## src/rtl/pipe_assign_chain.sv

```systemverilog
// (a|b)^c through a DEPTH-stage valid/ready chain.
// mode_q picks one-stage-per-clock or whole-chain-in-one-clock scheduling.
module pipe_assign_chain #(
  parameter int WIDTH = 8,
  parameter int DEPTH = 3
) (
  input  logic                       clk,
  input  logic                       rst,
  input  logic                       in_valid,
  output logic                       in_ready,
  input  logic [WIDTH-1:0]           a,
  input  logic [WIDTH-1:0]           b,
  input  logic [WIDTH-1:0]           c,
  input  logic                       mode,
  output logic                       out_valid,
  input  logic                       out_ready,
  output logic [WIDTH-1:0]           z,
  output logic [WIDTH-1:0]           x_tap,
  output logic [WIDTH-1:0]           y_tap,
  output logic                       busy,
  output logic [$clog2(DEPTH+1)-1:0] occupancy
);

  localparam int OW = $clog2(DEPTH+1);

  logic [WIDTH-1:0] d [DEPTH];
  logic [DEPTH-1:0] v;
  logic [DEPTH-1:0] v_nxt;
  logic [DEPTH-1:0] adv;
  logic [WIDTH-1:0] c_q;
  logic [WIDTH-1:0] ab;
  logic [WIDTH-1:0] abc;
  logic             mode_q;
  logic             free;
  logic             acc;

  assign ab  = a | b;
  assign abc = ab ^ c;

  // Walk from the output back; free means the stage below may load.
  always_comb begin
    adv  = '0;
    free = out_ready;
    for (int i = DEPTH - 1; i >= 0; i--) begin
      adv[i] = v[i] & free;
      free   = ~v[i] | adv[i];
    end
  end

  assign in_ready = mode_q ? (~v[DEPTH-1] | out_ready) : free;
  assign acc      = in_valid & in_ready;

  always_comb begin
    v_nxt = v;
    for (int i = 0; i < DEPTH; i++) begin
      if (adv[i]) v_nxt[i] = 1'b0;
    end
    for (int i = 1; i < DEPTH; i++) begin
      if (adv[i-1]) v_nxt[i] = 1'b1;
    end
    if (acc) begin
      if (mode_q) v_nxt[DEPTH-1] = 1'b1;
      else        v_nxt[0]       = 1'b1;
    end
  end

  always_comb begin
    occupancy = '0;
    for (int i = 0; i < DEPTH; i++) begin
      occupancy = occupancy + OW'(v[i]);
    end
  end

  always_ff @(posedge clk) begin
    if (rst) begin
      for (int i = 0; i < DEPTH; i++) begin
        d[i] <= '0;
      end
      v      <= '0;
      c_q    <= '0;
      mode_q <= 1'b0;
    end else begin
      if (!busy && !acc) mode_q <= mode;
      for (int i = 1; i < DEPTH; i++) begin
        if (adv[i-1]) d[i] <= (i == 1) ? (d[0] ^ c_q) : d[i-1];
      end
      if (acc) begin
        d[0] <= ab;
        if (!mode_q) c_q <= c;
      end
      // Collapsed: taps show the blocking intermediates.
      if (acc && mode_q) begin
        d[1]       <= abc;
        d[DEPTH-1] <= abc;
      end
      v <= v_nxt;
    end
  end

  assign busy      = |v;
  assign out_valid = v[DEPTH-1];
  assign z         = d[DEPTH-1];
  assign x_tap     = d[0];
  assign y_tap     = d[1];

endmodule
```

## config.mk

```make
export PLATFORM = sky130hd
export DESIGN_NAME = pipe_assign_chain
export DESIGN_NICKNAME = d
export VERILOG_FILES = /design/src/rtl/pipe_assign_chain.sv
export SDC_FILE = /design/constraint.sdc
export NUM_CORES = 1
export LEC_CHECK = 0
export CORE_UTILIZATION = 50
export DETAILED_ROUTE_END_ITERATION = 16
export PLACE_DENSITY = 0.89
export SKIP_CTS_REPAIR_TIMING = 1
export SKIP_LAST_GASP = 1
export SLEW_MARGIN = 20
export SYNTH_ARGS = -nofsm -noshare
export SYNTH_HDL_FRONTEND = slang
export SYNTH_SLANG_ARGS = --single-unit
```

## constraint.sdc

```tcl
create_clock -name clk -period 3 [get_ports clk]
set_clock_uncertainty 0.1 [all_clocks]
set_input_delay 0.6 -clock clk [delete_from_list [all_inputs] [get_ports clk]]
set_output_delay 0.6 -clock clk [all_outputs]
set_load 0.03 [all_outputs]
```

==> run summary <==
synthesized net count - 212
required time reported for the critical path endpoint - 2300 ps
number of clock sinks - 36
Hold Slack - 389.3 ps
share of flip-flops with an asynchronous set or reset after synthesis - 0%
Max Clk Rate - 350.9 MHz
number of remaining DRC errors - 0
setup repair after global routing missed its margin - false
post-DR vias/cell - 5.876
synthesized cell area - 2007 µm²
flip-flop and latch count after synthesis - 36
core area - 3744 µm²
final worst path period need - 2849 ps
number of hold violations in the final report - 0
cell at the root of the clock tree - clkbuf_8
final critical-path setup slack - 150.5 ps
worst min-delay path category - reg2reg
iteration count of the initial detailed-routing pass - 4
total non-filler cell area in the finished layout - 2668 µm²
setup violators final - 0
critical-path cell list - clkdlybuf4s50_1 -> and2b_1 -> nand2_1 -> clkdlybuf4s50_1
placed cell count - 275
number of placement rows - 22
wire length of the first global-routing pass - 6.713 mm
die width - 65.36 µm
areal power density over the cells - 498.0 nW/µm²
top cell type by total area after synthesis - edfxtp_1
clock tree from TritonCTS - done
clock latency at the later pin of the worst-skew pair - 290 ps
GR Util met1 - 26.29%
maximum level of the CTS H-tree - 2
Crit path max-delay family - buffers and inverters
all-layer global routing usage - 21.26%
Antenna diodes - 0
number of nets with antenna violations after routing - 0
number of primary I/O pins - 58
Syn Area/Cell - 11.03 µm²
setup slack after placement - 154.1 ps
Detailed Route WL - 4.286 mm
maximum cell stage delay along the critical path - 670 ps
post-DP HPWL - 3.094 mm
outcome - finished clean
Die H - 65.36 µm
most common cell after layout, fill and taps aside - clkdlybuf4s50_1
Setup Total Neg Slack - 0 ps
gp weighted congestion - 0.8113
via total after detailed routing - 1,663
Period Utilization, post-route - 94.98%
data arrival time at the worst-slack endpoint - 2150 ps
CP Launch Type - input pin
Cell Count, Final, Fillers Out - 283
maximum number of pins on one net before global-route repair - 29
global-route congestion overflow total - 0
WL per Instance - 15.14 µm
synth-to-layout area growth - 32.92%
predominant post-synthesis flop cell - edfxtp_1
static leakage - 0.0009634 µW
max-cap violation count - 0
met2 Track Usage GR - 32.99%
peak fanout along the critical path - 5
worst-case clock buffer depth - 2
fin. max-slew vios - 0
initial antenna violation count - 0
endpoint class of the critical path - output port
Syn. warnings - 0
count of mapped cells out of synthesis - 182
total CTS buffers - 5
Slew Limit Headroom - 56.70%
met3 track demand over resource in global routing - 8.507%
ratio of cells with drive above 1 in the final layout - 11.49%
CP Class - in2out
top-area cell type share of the netlist area - 35.91%
Placed Area - 2567 µm²
area of the die - 4271 µm²
post-CTS clock slew at the launch and capture registers of the worst setup and hold paths - 60 ps
Worst-Margin Slew - 647.5 ps
Total Nets Final - 264
DRC marker count from the first detailed-route iteration - 71
buffers plus inverters on the worst setup path - 2
Synth cell types - 37
top library cells by usage in the layout, fill and taps aside - 57 x clkdlybuf4s50_1, 24 x edfxtp_1, 19 x nor2_1
most used cell, CP - clkdlybuf4s50_1
ranking of synthesized cells by area - edfxtp_1 36%, dfxtp_1 12%, xor2_1 7.0%
critical path's slowest cell - clkdlybuf4s50_1
most used routing layer in global routing - met2
PortBufs - 57
sequential fraction of the synthesis area - 47.88%
starting density of the core - 53.61%
Post-synth EDFFs - 24
maximum vdd drop - 0.3869 mV
via count of the first global-routing pass - 1,465
[report_power, final]
group	switching, µW	internal [µW]	leakage (µW)	total (µW)
clock	168	209	0.0000515	377
combinational	191	149	0.000557	340
sequential	32.2	579	0.000355	611
total	391	937	0.000963	1330
[worst paths after layout]
check | startpoint | cells after the start | to | slack [ps]
worst min-delay path | c_q[0] | 2 | c_q[0] | 390
worst max register to register | v[2] | 3 | d[1][7] | 1060
worst max-delay path | out_ready | 4 | in_ready | 150
worst min register to register | c_q[0] | 2 | c_q[0] | 390
[per-stage QoR]
step	util, %	total power [µW]
finish	71.26	1328
global placement	68.58	949.6
floorplan	-	827.1
global route	71.26	1379
CTS	71.26	1328
detailed placement	68.58	958.5
[Yosys cell counts, drive strengths merged (8+ instances only)]
cell and number:
o21ai 8, nor2 20, xor2 16, edfxtp 24, buf 13, nand3 8
a211oi 8, nand4 8, a21oi 18, a41oi 8, a221oi 8, dfxtp 12
[state kept, by name, summed over array words and instances, names as in the netlist]
register and flops:
d 24, c_q 8, v 3, mode_q 1
[logic make-up after synthesis]
logic type	after synthesis	synth area share, %
flip-flops	36	47.88
adder cells (fa/ha/maj)	1	0.9975
XOR/XNOR	16	6.982
AND/OR/NAND/NOR	52	13.72
buffers and inverters	19	5.735
multiplexers	2	0.9975
AO/OA/AOI/OAI	56	23.69
[layout make-up]
class                   count  area, µm²
repair buffers             62      608.1
inverters                   2      7.507
flip-flops and latches     36      960.9
fillers                   286       1076
clock buffers               8      100.1
multi-input cells         127      930.9
well taps                  48      60.06
[worst reg2reg max path, delay by kind of cell (launching register included)]
kind            cells  cell delay, ps
simple gates        1             390
flops               1             480
compound gates      2             700
[per-layer routing]
| layer | wire (µm) | part of all wire [%] |
|---|---|---|
| met1 | 1838 | 43 |
| met3 | 310 | 7.2 |
| met4 | 46 | 1.1 |
| met2 | 2090 | 49 |
| met5 | 0 | 0 |
Power figures use the tool's default switching activity.
